### src/rtl/pc_gen_unit.sv
// Program-counter generator: next-PC selection, RV32I branch evaluation,
// fetch handshake, stall, trap entry/return with saved EPC and misaligned-target traps.
module pc_gen_unit #(
  parameter int unsigned     XLEN         = 32,
  parameter logic [XLEN-1:0] RESET_VECTOR = XLEN'(32'h0000_0000),
  parameter logic [XLEN-1:0] TRAP_VECTOR  = XLEN'(32'h0000_0100),
  parameter int unsigned     IALIGN       = 4
) (
  input  logic            clk,
  input  logic            rst,
  input  logic [1:0]      pc_sel,
  input  logic [2:0]      branch_funct3,
  input  logic [XLEN-1:0] rs1_val,
  input  logic [XLEN-1:0] rs2_val,
  input  logic [XLEN-1:0] imm,
  input  logic            stall,
  input  logic            fetch_ready,
  input  logic            trap_req,
  input  logic            mret,
  output logic [XLEN-1:0] pc,
  output logic            fetch_valid,
  output logic [XLEN-1:0] link_addr,
  output logic            branch_taken,
  output logic            flush,
  output logic [XLEN-1:0] epc,
  output logic            misalign_exc
);

  localparam logic [XLEN-1:0] STEP       = XLEN'(IALIGN);
  localparam logic [XLEN-1:0] ALIGN_MASK = XLEN'(IALIGN - 1);

  localparam logic [1:0] SEL_SEQ  = 2'b00;
  localparam logic [1:0] SEL_BR   = 2'b01;
  localparam logic [1:0] SEL_JALR = 2'b11;

  typedef enum logic [1:0] {
    ST_BOOT   = 2'd0,
    ST_RUN    = 2'd1,
    ST_BUBBLE = 2'd2
  } state_t;

  state_t          r_state;
  state_t          w_state_nxt;
  logic [XLEN-1:0] r_pc;
  logic [XLEN-1:0] r_epc;
  logic            r_flush;
  logic            r_misalign;
  logic            r_fetch_valid;

  logic [XLEN-1:0] w_pc_nxt;
  logic [XLEN-1:0] w_epc_nxt;
  logic            w_flush_nxt;
  logic            w_misalign_nxt;

  logic [XLEN-1:0] w_jalr_sum;
  logic [XLEN-1:0] w_tgt;
  logic            w_cond;
  logic            w_taken;
  logic            w_misaligned;
  logic            w_advance;

  // Branch condition from the raw operands (no zero flag needed)
  always_comb begin
    w_cond = 1'b0;
    unique case (branch_funct3)
      3'b000:  w_cond = (rs1_val == rs2_val);
      3'b001:  w_cond = (rs1_val != rs2_val);
      3'b100:  w_cond = ($signed(rs1_val) <  $signed(rs2_val));
      3'b101:  w_cond = ($signed(rs1_val) >= $signed(rs2_val));
      3'b110:  w_cond = (rs1_val <  rs2_val);
      3'b111:  w_cond = (rs1_val >= rs2_val);
      default: w_cond = 1'b0;
    endcase
  end

  assign w_taken      = ((pc_sel == SEL_BR) && w_cond) || pc_sel[1];
  assign w_jalr_sum   = rs1_val + imm;
  assign w_tgt        = (pc_sel == SEL_JALR) ? (w_jalr_sum & ~XLEN'(1)) : (r_pc + imm);
  assign w_misaligned = |(w_tgt & ALIGN_MASK);
  assign w_advance    = (r_state == ST_RUN) && fetch_ready && !stall;

  // Next-state and next-PC selection in priority order
  always_comb begin
    w_state_nxt    = r_state;
    w_pc_nxt       = r_pc;
    w_epc_nxt      = r_epc;
    w_flush_nxt    = 1'b0;
    w_misalign_nxt = 1'b0;
    unique case (r_state)
      ST_BOOT, ST_BUBBLE: w_state_nxt = ST_RUN;
      ST_RUN: begin
        if (trap_req) begin
          w_epc_nxt   = r_pc;
          w_pc_nxt    = TRAP_VECTOR;
          w_flush_nxt = 1'b1;
          w_state_nxt = ST_BUBBLE;
        end else if (mret) begin
          w_pc_nxt    = r_epc;
          w_flush_nxt = 1'b1;
        end else if (w_advance && w_taken && w_misaligned) begin
          w_epc_nxt      = r_pc;
          w_pc_nxt       = TRAP_VECTOR;
          w_flush_nxt    = 1'b1;
          w_misalign_nxt = 1'b1;
          w_state_nxt    = ST_BUBBLE;
        end else if (w_advance && w_taken) begin
          w_pc_nxt    = w_tgt;
          w_flush_nxt = 1'b1;
        end else if (w_advance) begin
          w_pc_nxt = r_pc + STEP;
        end
      end
      default: w_state_nxt = ST_BOOT;
    endcase
  end

  always_ff @(posedge clk) begin
    if (rst) begin
      r_state       <= ST_BOOT;
      r_pc          <= RESET_VECTOR;
      r_epc         <= '0;
      r_flush       <= 1'b0;
      r_misalign    <= 1'b0;
      r_fetch_valid <= 1'b0;
    end else begin
      r_state       <= w_state_nxt;
      r_pc          <= w_pc_nxt;
      r_epc         <= w_epc_nxt;
      r_flush       <= w_flush_nxt;
      r_misalign    <= w_misalign_nxt;
      r_fetch_valid <= (w_state_nxt == ST_RUN);
    end
  end

  assign pc           = r_pc;
  assign epc          = r_epc;
  assign flush        = r_flush;
  assign misalign_exc = r_misalign;
  assign fetch_valid  = r_fetch_valid;
  assign link_addr    = r_pc + STEP;
  assign branch_taken = w_taken;

endmodule
### config.mk
export PLATFORM = sky130hd
export DESIGN_NAME = pc_gen_unit
export DESIGN_NICKNAME = d
export VERILOG_FILES = /design/src/rtl/pc_gen_unit.sv
export SDC_FILE = /design/constraint.sdc
export NUM_CORES = 1
export LEC_CHECK = 0
export CAP_MARGIN = 20
export CORE_MARGIN = 2
export CORE_UTILIZATION = 30
export CTS_CLUSTER_SIZE = 30
export DETAILED_ROUTE_END_ITERATION = 7
export PLACE_DENSITY = 0.54
export SETUP_SLACK_MARGIN = 0.15
export SYNTH_ARGS = -nofsm -noshare
export SYNTH_HDL_FRONTEND = slang
export SYNTH_SLANG_ARGS = --single-unit
### constraint.sdc
create_clock -name clk -period 3.3 [get_ports clk]
set_input_delay 0.495 -clock clk [delete_from_list [all_inputs] [get_ports clk]]
set_output_delay 0.495 -clock clk [all_outputs]
set_load 0.05 [all_outputs]
Word-level counts from Yosys, hierarchy flattened:

Cells that the tools add are included.
Widths: inputs -> output; s select.

* register bits: 69
* logic and storage cells: 63
* bits in writable memories: 0
* output and inout port bits: 100
* memories kept: 0
* bits in latches: 0
* ROM bits: 0
* input port bits: 107

* add/subtract/negate cells: 3
* $mul: 0
* divide/modulo/power cells: 0
* $lt $le $gt $ge: 4
* muxes and demuxes: 19
* reductions and logical operators: 17
* equal/unequal tests: 13
* bitwise gates (word level): 1
* shift-type cells: 0

Operators by type and width (count)
* $mux 32: 9
* $add 32x32->32: 2
* $ge 32x32->1: 2
* $lt 32x32->1: 2
* $add 32x3->32 const B: 1
* $eq 32x32->1: 1
* $ne 32x32->1: 1
* $eq 3x3->1 const B: 4
* $eq 2x1->1 const B: 3
* $mux 2: 3
* $pmux 1 s6: 1
* $reduce_or 2->1: 3
* $logic_and 1x1->1: 5
* $mux 1: 5
* $reduce_bool 5->1: 1
* $eq 2x2->1 const B: 2
* $pmux 2 s2: 1
* $reduce_or 4->1: 1
* $eq 3x1->1 const B: 1
* $logic_not 3->1: 1
* $reduce_and 3->1: 1
* $logic_not 2->1: 1
* $ne 2x2->1 const B: 1
* $reduce_and 2->1: 1
* 4 further kinds: 4

Longest topological paths before layout:

Gate-level depths: netlist of the first run.

* word-level depth: 11
* gate-level depth with buffers: 14
* depth with buffers taken out: 12

Worst setup path before layout of the first run:

No wires, ideal clock.

* path type: register to output
* from: register r_pc[8], in the netlist pc[8]
* to: output link_addr[31]
* slack: -0.165 ns
* buffers on the path: 2
* required time: 2.805 ns
* data arrival time: 2.970 ns
* stages on the path, launching flop included: 10
* cell sequence: dfxtp_1 and3_1 and3_1 clkbuf_1 nand2_1 nor2_1 and4_1 clkbuf_1 nand4_1 xnor2_1

* word-level cells in the longest chain between the ends: 1

Ends and longest elaborated chain
* start: declaration: RTL line 44 `logic [XLEN-1:0] r_pc;`
* start signal: assignment: RTL line 127 `r_pc <= w_pc_nxt;`
* $add 32x3->32: RTL line 140 `assign link_addr = r_pc + STEP;`
* end: declaration: RTL line 22 `output logic [XLEN-1:0] link_addr,`

Every way passes these cells.

Final worst setup path of the first run:

* from: input rs1_val[6]
* to: register r_pc[4], in the netlist pc[4]

* word-level cells in the longest chain between the ends: 9
* elaborated cells on any way between the ends: 17
* those cells by class: order compare (4); eq/ne (2); mux (5); reduce/logical (6)

Ends and longest elaborated chain
* start: declaration: RTL line 13 `input logic [XLEN-1:0] rs1_val,`
* $ge 32x32->1, or another cell as far along: RTL line 71 `3'b111: w_cond = (rs1_val >= rs2_val);`
* $pmux 1 s6 *: RTL line 65 `unique case (branch_funct3)`
* $logic_and 1x1->1 *: RTL line 76 `assign w_taken = ((pc_sel == SEL_BR) && w_cond) || pc_sel[1];`
* $logic_or 1x1->1 *: RTL line 76
* $logic_and 1x1->1 *: RTL line 100, 106
* $mux 32 / $logic_and 1x1->1 (equally long branches): RTL line 106, 100
* $mux 32: RTL line 100 `end else if (w_advance && w_taken && w_misaligned) begin`
* $mux 32: RTL line 97 `end else if (mret) begin`
* $mux 32: RTL line 92 `if (trap_req) begin`

Mark *: on every way between the ends. The rest lies on a longest branch, timed or not.
A chain may end at the register's enable or synchronous reset.

==> impl_metrics.py, run 1 <==
metrics = {
    "outcome": {
        "status": "complete, but fails checks",
        "violations": "setup timing",
    },
    "worst_setup_path": {
        "r2r_cells": 14,
        "cpPeakStageDelay_ns": 0.44,
        "critical_path.max_fanout": 6,
        "regToRegSetupSlack_ns": 0.45,
        "path_cells": "clkdlybuf4s15_2 -> ha_1 -> nand2_1 -> o21ai_1 -> a221oi_2 -> or3b_4 -> a21oi_2 -> mux2_4 -> o311a_4 -> buf_6 -> mux2_4 -> a221oi_2 -> nor3_1",
        "worstSetupStartpoint": "rs1_val[6]",
        "setup.worst_path.end": "pc[4]$_SDFFE_PP0P_",
        "worst_path_max_delay_cell": "or3b_4",
        "path_depth": 13,
        "cp-start-kind": "input pin",
        "worstPathArrival_ns": 3.53,
        "required_ns": 3.48,
        "cp-end-kind": "register",
        "rr_startpoint": "pc[0]$_SDFFE_PP0P_",
        "cp_top_family": "compound AO/OA/AOI/OAI gates",
        "crit_buf_inv": 2,
        "reg2reg_to": "pc[28]$_SDFFE_PP0P_",
        "critical_path_class": "in -> reg",
    },
    "floorplan": {
        "num_io_pins": 207,
        "initial_core_util_pct": 30.6,
        "placementRows": 58,
        "dieArea_sq_um": 27100,
        "fp.dieH_um": 165,
        "die_w_um": 165,
        "design.core.area_sq_um": 25300,
    },
    "place": {
        "dp_hpwl_um": 26300,
        "globalplace.congestion": 0.921,
        "port_buffers": 206,
    },
    "sta": {
        "layout_setup_ws_ns": -0.0490,
        "setup_viol": 35,
        "whs_ns": 0.466,
        "fin_crit_ns": 3.35,
        "tightest_slew_ns": 0.857,
        "rsz0062_at_grt": "yes",
        "period_share_pct": 101,
        "slew_headroom_pct": 42.9,
        "fin_setup_tns_ns": -0.565,
        "skew_ns": 0.00746,
        "final_max_slew_viol_count": 0,
        "fmax_mhz": 299,
        "final_hold_viol_count": 0,
    },
    "clock_tree": {
        "clockBufferDepth": 2,
        "postCtsHoldBufs": 0,
        "clkLatencyLatePin_ns": 0.33,
        "htree_levels": 3,
        "cts.clk_slew.worst_paths_ns": 0.05,
        "numCtsBuffers": 9,
        "clkSinkCount": 69,
        "cts_tree": "done",
        "cts_root_buffer": "clkbuf_16",
    },
    "detailed_routing": {
        "ant_nets": 0,
        "dr.pass1.iters": 5,
        "dr.first_iter.drc_count": 561,
        "vias": 9296,
        "wl_um": 33200,
        "drcViolationCount": 0,
        "routed_via_density": 5.20,
        "wl_per_cell_um": 18.6,
    },
    "yosys": {
        "synth_area_leaders": "dfxtp_1 (18%), ha_1 (15%), xnor2_1 (5.5%)",
        "ys_warn_count": 0,
        "synth_common_cells": "nor2_1 (109), ha_1 (94), nand2_1 (92), a21oi_1 (85), dfxtp_1 (69)",
        "synth_cell_types": 58,
        "synth.avg_cell_area_sq_um": 7.52,
        "synth_cells": 1029,
        "synth_area_leader_cell": "dfxtp_1",
        "ys_ff_latch": 69,
        "synthesis.nets": 1232,
        "ys.flop_type": "dfxtp_1",
        "synth_most_common_cell": "nor2_1",
        "async_reset_ff_share_pct": 0,
        "yosysSeqAreaShare_pct": 17.9,
        "synth-edff-count": 0,
        "yosys.area.top_type_share_pct": 17.9,
        "syn_area_sq_um": 7730,
    },
    "power": {
        "peakVddDrop_v": 0.000194,
        "power.density_nw_per_um2": 277,
        "p_leak_nw": 6.18,
    },
    "global_route": {
        "overflow": 0,
        "antenna_found_initial": 1,
        "grt_pass1_vias": 8762,
        "grt.total_usage_pct": 23.6,
        "grt_pass1_wl_um": 49500,
        "grt_start_max_net_pins": 45,
    },
    "job": {
        "drv_cap": 0,
    },
    "cells_and_area": {
        "layout.nets": 1654,
        "diodes": 0,
        "drive_gt1_share_pct": 34.6,
        "area_growth_pct": 76.0,
    },
    "hold_path": {
        "min_path_type": "reg -> reg",
    },
}
## logic make-up (layout without fill, tap and decap cells)
kind of cell	count (synthesis)	after routing	share of synthesized area, %
and+or+nand+nor	349	349	21.3
AOI/OAI and AO/OA	299	299	26.0
buffers and inverters	100	527	5.34
adders and majority gates	96	96	15.7
xor gates and xnor gates	81	81	9.17
DFF	69	69	17.9
muxes	35	35	4.66
## layout make-up
| class | count | area (sq um) |
|---|---|---|
| fillers | 2417 | 11600 |
| clock inverters | 4 | 23.8 |
| flip-flops and latches | 69 | 1390 |
| clock buffers | 12 | 246 |
| multi-input cells | 860 | 7100 |
| inverters | 52 | 213 |
| repair buffers | 459 | 4230 |
| well taps | 330 | 413 |
## layer usage
layer	share of wire, %	track usage, %	vias up
met4	1.2	4.82	0
met5	0	0	-
li1	-	-	4640
met1	47	33.8	4390
met3	4.8	2.89	23
met2	47	38.0	243
## placed cells by master, fill, tap and decap left out, types with 22 or more instances in the layout
cell	n
ha_4	33
clkdlybuf4s50_1	109
nor2_1	103
inv_1	29
o21ai_0	32
xnor2_1	39
dlygate4sd2_1	39
nand3_1	44
mux2i_1	32
ha_1	57
xor2_1	30
nand2_1	88
nand4_1	24
buf_4	233
a21oi_1	67
dfxtp_1	65
a21o_1	28
a211oi_1	22
## worst min-delay path by stage
stage / start / to / slack (ns) / depth (start not counted)
floorplan: r_state[0]$_SDFF_PP0_ / fetch_valid$_SDFF_PP0_ / 0.43 / 1
global placement: r_state[0]$_SDFF_PP0_ / r_state[0]$_SDFF_PP0_ / 0.45 / 1
detailed placement: r_state[0]$_SDFF_PP0_ / r_state[0]$_SDFF_PP0_ / 0.46 / 1
CTS: r_state[0]$_SDFF_PP0_ / r_state[0]$_SDFF_PP0_ / 0.46 / 1
global route: r_state[0]$_SDFF_PP0_ / r_state[0]$_SDFF_PP0_ / 0.49 / 1
finish: r_state[0]$_SDFF_PP0_ / r_state[0]$_SDFF_PP0_ / 0.47 / 1
## metrics by stage
step	instances	utilization, %	total power, mW	instance area (sq um)	setup slack (ns)
floorplan	1029	-	1.86	7990	0.0584
global placement	1742	47.9	2.66	12100	-0.777
detailed placement	1742	47.9	2.67	12100	-0.864
CTS	1775	51.5	3.66	13000	-0.0216
global route	1786	53.9	3.95	13600	-0.147
finish	1786	53.9	3.76	13600	-0.0490
## registers in the layout, indices dropped and copies added (netlist names)
name	cells
epc	32
misalign_exc	1
fetch_valid	1
flush	1
pc	32
r_state	2
## worst reg2reg max path, stage by stage (launching register included)
cell and delay, ns:
dfxtp_1 0.31, ha_1 0.21, fa_2 0.38, a211oi_4 0.29, o21bai_4 0.13, o21ai_1 0.16
buf_4 0.14, a211o_4 0.15, a21oi_4 0.06, o21ai_1 0.15, buf_4 0.15, o21bai_1 0.08
xor2_1 0.16, a211oi_2 0.26, o31ai_1 0.09
## where the power goes
part	total, mW	internal [mW]	switching, mW
combinational	1.96	0.915	1.05
clock	0.896	0.527	0.369
sequential	0.905	0.865	0.0398
## what timing repair did
| action | CTS | global route |
|---|---|---|
| resized for setup | 246 | 112 |
| pin swaps | 71 | 60 |
| setup endpoints to repair | 81 | 78 |
| gates cloned | 2 | 3 |
| setup buffers | 15 | 8 |
Power figures use the tool's default switching activity.
==> inputs of run 2 (changes only) <==
Settings changed: CORE_UTILIZATION 30 to 35, PLACE_DENSITY 0.54 to 0.61.
==> impl_metrics.py, run 2 (synthesized netlist as in run 1, its figures left out) <==
metrics = {
    "global_route": {
        "grt.total_usage_pct": 26.6,
        "antenna_found_initial": 1,
        "grt_start_max_net_pins": 50,
        "overflow": 0,
        "grt_pass1_vias": 9109,
        "grt_pass1_wl_um": 50000,
    },
    "sta": {
        "rsz0062_at_grt": "yes",
        "tightest_slew_ns": 0.651,
        "skew_ns": 0.00853,
        "slew_headroom_pct": 56.3,
        "whs_ns": 0.471,
        "fin_crit_ns": 3.34,
        "layout_setup_ws_ns": -0.0416,
        "final_hold_viol_count": 0,
        "setup_viol": 3,
        "fmax_mhz": 299,
        "final_max_slew_viol_count": 0,
        "period_share_pct": 101,
    },
    "worst_setup_path": {
        "critical_path.max_fanout": 3,
        "required_ns": 3.53,
        "cp_top_family": "compound AO/OA/AOI/OAI gates",
        "crit_buf_inv": 3,
        "cp-end-kind": "register",
        "cp-start-kind": "input pin",
        "path_cells": "clkdlybuf4s15_2 -> ha_4 -> nand2_1 -> o21ai_2 -> a221oi_2 -> or3b_4 -> a21oi_2 -> mux2_4 -> o311a_4 -> buf_6 -> buf_6 -> nor4_4 -> a221oi_2 -> o32ai_1",
        "worst_path_max_delay_cell": "or3b_4",
        "cpPeakStageDelay_ns": 0.44,
        "critical_path_class": "in -> reg",
        "worstPathArrival_ns": 3.58,
    },
    "place": {
        "globalplace.congestion": 0.932,
        "port_buffers": 206,
        "dp_slack_ns": -0.853,
        "dp_hpwl_um": 25600,
        "dp.cells": 1703,
    },
    "floorplan": {
        "design.core.area_sq_um": 21800,
        "placementRows": 54,
        "die_w_um": 153,
        "fp.dieH_um": 153,
        "initial_core_util_pct": 35.5,
        "num_io_pins": 207,
        "dieArea_sq_um": 23300,
    },
    "clock_tree": {
        "cts_root_buffer": "clkbuf_16",
        "htree_levels": 3,
        "cts_tree": "done",
        "clkLatencyLatePin_ns": 0.33,
        "clockBufferDepth": 2,
        "postCtsHoldBufs": 0,
        "numCtsBuffers": 9,
        "cts.clk_slew.worst_paths_ns": 0.06,
        "clkSinkCount": 69,
    },
    "cells_and_area": {
        "final_cell_mix": "buf_4 (249), clkdlybuf4s50_1 (107), nor2_1 (104)",
        "utilization_pct": 62.6,
        "layout.nets": 1664,
        "diodes": 0,
        "final_common_cell": "buf_4",
        "finalNonFillerCells": 1746,
        "area_growth_pct": 76.1,
        "seqCellArea_sq_um": 1380,
        "multiInputGateArea_sq_um": 7110,
        "drive_gt1_share_pct": 34.8,
        "n_fill_cell": 1876,
    },
    "power": {
        "power_mw": 3.86,
        "clock_power_share_pct": 25.2,
        "sw_frac_of_total_pct": 37.9,
        "p_seq_share_pct": 23.4,
        "p_leak_nw": 6.19,
        "p_int_mw": 2.40,
        "power.density_nw_per_um2": 283,
        "pwr-share-comb_pct": 51.4,
        "p_switching_mw": 1.46,
        "peakVddDrop_v": 0.000209,
    },
    "hold_path": {
        "min_path_type": "reg -> reg",
    },
    "outcome": {
        "status": "complete, but fails checks",
        "violations": "setup timing",
    },
    "detailed_routing": {
        "dr.pass1.iters": 5,
        "vias": 9555,
        "drcViolationCount": 0,
        "wl_per_cell_um": 18.6,
        "routed_via_density": 5.47,
        "ant_nets": 0,
        "dr.first_iter.drc_count": 755,
        "wl_um": 32500,
    },
    "job": {
        "drv_cap": 0,
    },
}
[run 2: layout make-up]
type                       count  area share (%)
timing repair buffer         469            31.3
multi-input combinational    860            52.2
inverter                      52            1.60
sequential                    69            10.2
clock inverter                 4           0.349
tap                          280            2.57
clock buffer                  12            1.81
[run 2: per-layer routing]
metal | global-route usage, % | vias to the layer above | routed length (um) | share of wire [%]
met3 | 3.21 | 40 | 1940 | 6.0
met1 | 37.1 | 4530 | 14600 | 45
met5 | 0 | - | 0 | 0
met2 | 43.6 | 329 | 15400 | 47
li1 | - | 4656 | - | -
met4 | 6.48 | 0 | 517 | 1.6
[run 2: final timing paths]
| check | startpoint | end | slack, ns | depth (start not counted) |
|---|---|---|---|---|
| setup / recovery | rs1_val[6] | pc[5]$_SDFFE_PP0P_ | -0.04 | 14 |
| hold / removal | r_state[0]$_SDFF_PP0_ | r_state[0]$_SDFF_PP0_ | 0.47 | 1 |
| setup reg to reg | pc[0]$_SDFFE_PP0P_ | pc[24]$_SDFFE_PP0P_ | 0.42 | 16 |
| hold reg to reg | r_state[0]$_SDFF_PP0_ | r_state[0]$_SDFF_PP0_ | 0.47 | 1 |
[run 2: what timing repair did]
| item | 4_1_cts | 5_1_grt |
|---|---|---|
| gates cloned | 4 | 0 |
| resized for setup | 264 | 110 |
| pin swaps | 86 | 63 |
| endpoints found under the setup margin | 84 | 80 |
| setup buffers | 16 | 7 |
[run 2: power groups by stage]
stage / clock [mW] / combinational (mW) / sequential [mW]
after floorplan: 0 / 0.843 / 1.02
after global placement: 0 / 1.74 / 0.918
after detailed placement: 0 / 1.75 / 0.918
after CTS: 0.976 / 1.88 / 0.901
after global routing: 1.01 / 2.12 / 0.907
final: 0.970 / 1.98 / 0.905
[run 2: per-stage QoR]
step                      setup TNS (ns)  cell area (sq um)
final                            -0.0832              13600
after global routing              -0.669              13600
after CTS                              0              13200
after detailed placement          -52.63              12100
after global placement            -45.85              12100
after floorplan                        0               7990
==> inputs of run 3 (changes only) <==
Settings changed: CAP_MARGIN 20 to not set, SETUP_SLACK_MARGIN 0.15 to 0.02, SKIP_LAST_GASP set to 1.
==> impl_metrics.py, run 3 (synthesized netlist as in run 1, its figures left out) <==
metrics = {
    "floorplan": {
        "design.core.area_sq_um": 21800,
        "fp.dieH_um": 153,
        "placementRows": 54,
        "num_io_pins": 207,
        "dieArea_sq_um": 23300,
        "initial_core_util_pct": 35.5,
        "die_w_um": 153,
    },
    "sta": {
        "period_share_pct": 103,
        "final_hold_viol_count": 0,
        "skew_ns": 0.00756,
        "setup_viol": 25,
        "fin_crit_ns": 3.38,
        "final_max_slew_viol_count": 0,
        "layout_setup_ws_ns": -0.0835,
        "fin_setup_tns_ns": -0.803,
        "slew_headroom_pct": 42.4,
        "whs_ns": 0.464,
        "rsz0062_at_grt": "yes",
        "tightest_slew_ns": 0.865,
        "fmax_mhz": 296,
    },
    "cells_and_area": {
        "drive_gt1_share_pct": 31.6,
        "area_growth_pct": 68.8,
        "final_cell_mix": "buf_4 (227), clkdlybuf4s50_1 (109), nor2_1 (104)",
        "finalNonFillerCells": 1722,
        "final_common_cell": "buf_4",
        "diodes": 0,
        "layout.nets": 1641,
    },
    "worst_setup_path": {
        "required_ns": 3.49,
        "crit_buf_inv": 4,
        "cpPeakStageDelay_ns": 0.45,
        "critical_path.max_fanout": 7,
        "critical_path_class": "in -> reg",
        "cp_top_family": "compound AO/OA/AOI/OAI gates",
        "worstPathArrival_ns": 3.57,
        "path_cells": "buf_6 -> inv_4 -> ha_4 -> a21oi_4 -> o21ai_4 -> a221oi_2 -> or3b_4 -> a21oi_2 -> mux2_4 -> o311a_4 -> a21oi_4 -> buf_6 -> buf_12 -> mux2i_1 -> nor2_1",
        "cp-start-kind": "input pin",
        "cp-end-kind": "register",
        "worst_path_max_delay_cell": "or3b_4",
    },
    "clock_tree": {
        "cts.clk_slew.worst_paths_ns": 0.05,
        "clockBufferDepth": 2,
        "cts_root_buffer": "clkbuf_16",
        "clkLatencyLatePin_ns": 0.34,
        "cts_tree": "done",
        "numCtsBuffers": 9,
        "clkSinkCount": 69,
        "htree_levels": 3,
    },
    "power": {
        "p_leak_nw": 6.00,
        "power.density_nw_per_um2": 284,
        "peakVddDrop_v": 0.000271,
    },
    "outcome": {
        "violations": "setup timing",
        "status": "complete, but fails checks",
    },
    "global_route": {
        "antenna_found_initial": 0,
        "grt_start_max_net_pins": 44,
        "grt_pass1_wl_um": 48600,
        "grt_pass1_vias": 8962,
        "overflow": 0,
        "grt.total_usage_pct": 25.7,
    },
    "detailed_routing": {
        "top_layer_used": "met4",
        "met1_length_um": 14300,
        "routed-wl-met3_um": 1600,
        "dr.pass1.iters": 5,
        "vias": 9333,
        "ant_nets": 0,
        "wl_um": 31600,
        "drcViolationCount": 0,
        "wl_per_cell_um": 18.4,
        "dr.first_iter.drc_count": 501,
        "dr_wl_met2_um": 15000,
        "routed_via_density": 5.42,
    },
    "place": {
        "dp_hpwl_um": 24800,
        "dp_slack_ns": -0.863,
        "port_buffers": 206,
        "globalplace.congestion": 0.930,
        "dp.cells": 1689,
    },
    "job": {
        "drv_cap": 0,
    },
    "hold_path": {
        "min_path_type": "reg -> reg",
    },
}
[run 3: changes by cell type in the layout (fill, tap and decap cells not counted), sizes merged, moves of 2 or more]
cell / before / now
buf: 302 / 282
dlygate4sd2: 38 / 29
clkbuf: 16 / 21
dlymetal6s2s: 10 / 15
clkdlybuf4s15: 8 / 4
clkdlybuf4s50: 107 / 109
[run 3: metal layers]
metal | track usage, % | up-vias
li1 | - | 4609
met1 | 35.4 | 4376
met2 | 43.5 | 302
met3 | 2.33 | 46
met4 | 6.08 | 0
met5 | 0 | -
[run 3: path summary, 6_finish.rpt]
kind | to | from | slack [ns] | depth (start not counted)
max | epc[23]$_SDFFE_PP0P_ | rs2_val[5] | -0.08 | 15
min | fetch_valid$_SDFF_PP0_ | r_state[0]$_SDFF_PP0_ | 0.46 | 1
max reg2reg | pc[26]$_SDFFE_PP0P_ | pc[0]$_SDFFE_PP0P_ | 0.35 | 15
min reg2reg | fetch_valid$_SDFF_PP0_ | r_state[0]$_SDFF_PP0_ | 0.46 | 1
[run 3: through the flow]
stage | util [%] | power [mW] | cell area [sq um]
floorplan | - | 1.84 | 7830
global placement | 54.4 | 2.60 | 11800
detailed placement | 54.4 | 2.61 | 11800
CTS | 57.7 | 3.61 | 12600
global route | 60.0 | 3.88 | 13100
finish | 60.0 | 3.70 | 13100
[run 3: timing repair]
item | CTS | global route
gates resized for setup | 219 | 109
cloned | 3 | 2
hold buffers | 0 | 0
pin swaps | 67 | 56
setup endpoints to repair | 70 | 77
setup buffers | 9 | 7
endpoints found under the hold margin | 0 | 0
[run 3: cell type report]
| cell class | count | area (sq um) |
|---|---|---|
| fill | 2008 | 8700 |
| multi-input combinational | 860 | 6820 |
| timing repair buffer | 446 | 4020 |
| sequential | 69 | 1380 |
| tap | 280 | 350 |
| clock buffer | 14 | 274 |
| inverter | 52 | 200 |
| clock inverter | 1 | 5.00 |
[run 3: power by group]
group	leakage (nW)	switching, mW	internal (mW)
Combinational	5.31	1.00	0.864
Sequential	0.561	0.0391	0.864
Clock	0.139	0.369	0.566
==> RTL edit: new RTL, config.mk and constraints of run 3 <==
The parameter `XLEN` goes from 32 to 64.
--- a/src/rtl/pc_gen_unit.sv
+++ b/src/rtl/pc_gen_unit.sv
@@ -1,7 +1,7 @@
 // Program-counter generator: next-PC selection, RV32I branch evaluation,
 // fetch handshake, stall, trap entry/return with saved EPC and misaligned-target traps.
 module pc_gen_unit #(
-  parameter int unsigned     XLEN         = 32,
+  parameter int unsigned     XLEN         = 64,
   parameter logic [XLEN-1:0] RESET_VECTOR = XLEN'(32'h0000_0000),
   parameter logic [XLEN-1:0] TRAP_VECTOR  = XLEN'(32'h0000_0100),
   parameter int unsigned     IALIGN       = 4
Ports: changed (6 resized); port bits go from 207 to 399. The function was not compared with the original's and may differ.
==> RTL edit against run 3 <==
Largest power group unchanged; clock power grew 130%; count of clock-buffer cells in the layout grew 6; sequential cell count grew 64; critical path depth grew 4; critical path type unchanged; synthesized area grew 110%; routed wire length grew to 3.0 times the old value; register-to-register slack lost 0.38 ns; the run still ends with negative setup slack left; utilization grew 9.9 points; total power grew 86%; final area grew 140%; setup slack lost 0.24 ns.
==> RTL edit: results (changes against run 3) <==
[sta]
skew_ns = 0.0120  ; +0.00442 ns
timing.final.ws_setup_ns = -0.324  ; -0.240 ns
setup_violations = 150  ; +500%

[cells_and_area]
num-nonclk-inverters = 101  ; +94%
nonClkBufAreaFrac = 0.359  ; +0.0505
fillers = 3593  ; +79%
drive_gt1_frac = 0.452  ; +0.136
nClkBuffers = 20  ; +6
clock_tree_area_fraction = 0.0188  ; -0.00261
sh_seq_area = 0.0851  ; -0.0207

[route]
drt_iter0_drc = 2239  ; +350%

[yosys]
seq_area_frac_synth = 0.165  ; -0.0135
synthTopCellsByCount = 308 x nand2_1, 284 x a21oi_1, 190 x ha_1, 133 x dfxtp_1, 129 x o21ai_0
synth_xor_area_frac = 0.0928  ; +0.00112
yosys.cell_types.count = 78  ; +34%
synth_mux_area_frac = 0.00512  ; -0.0415
syn_nets = 2663  ; +120%

[power_and_ir_drop]
p_seq_frac = 0.235  ; -0.009

[status]
violations = negative setup slack
status = complete, but fails checks

[placement]
place_congestion = 0.962  ; +3.4%
portBuffers = 398  ; +93%

[global_route]
antenna_found_initial = 3  ; +3

[worst_hold_path]
min_path_type = in -> reg

[critical_path]
cp.arrival_ns = 4.03  ; +0.46 ns

==> RTL edit: changes by cell type after synthesis, sizes merged, moves of 51 or more <==
| cell | change |
|---|---|
| a21oi | +198 |
| xnor2 | +61 |
| clkbuf | +64 |
| a21o | +51 |
| nand2 | +216 |
| dfxtp | +64 |
| o21ai | +87 |
| ha | +96 |
==> RTL edit: final timing paths <==
check / slack (ns) / depth (start not counted) / to / startpoint
worst max-delay path: -0.32 / 19 / epc[43] / rs1_val[38]
worst min-delay path: 0.44 / 2 / epc[61] / rst
worst max register to register: -0.03 / 16 / pc[30] / pc[0]
worst min register to register: 0.47 / 1 / fetch_valid / r_state[0]
==> RTL edit: per-layer routing <==
layer / up-vias / wire [um]
met3: 279 / 7520
met1: 11300 / 38800
met4: 6 / 5760
met2: 1208 / 44300
met5: - / 41
li1: 10700 / -
==> RTL edit: kinds of logic (layout without fill, tap and decap cells) <==
kind of cell	Yosys count	in the layout
AOI/OAI and AO/OA	813	813
xor gates and xnor gates	171	171
adders and majority gates	192	192
buffers and inverters	223	1380
DFF	133	133
muxes	8	8
and+or+nand+nor	728	729
==> RTL edit: metrics by stage <==
step / setup TNS (ns) / instances / instance area, um2 / setup slack [ns] / utilization
2_1_floorplan: -8.76 / 2268 / 16600 / -0.265 / -
3_3_place_gp: -138.18 / 3839 / 26600 / -1.24 / 0.585
3_5_place_dp: -147.76 / 3839 / 26600 / -1.33 / 0.585
4_1_cts: -25.38 / 3922 / 29100 / -0.479 / 0.641
5_1_grt: -41.32 / 4026 / 31800 / -0.431 / 0.699
6_report: -26.49 / 4026 / 31800 / -0.324 / 0.699
==> RTL edit: what timing repair did <==
action,CTS,global route
pin swaps,137,208
setup endpoints to repair,173,176
cloned,7,12
gates resized for setup,673,487
buffers inserted,50,98
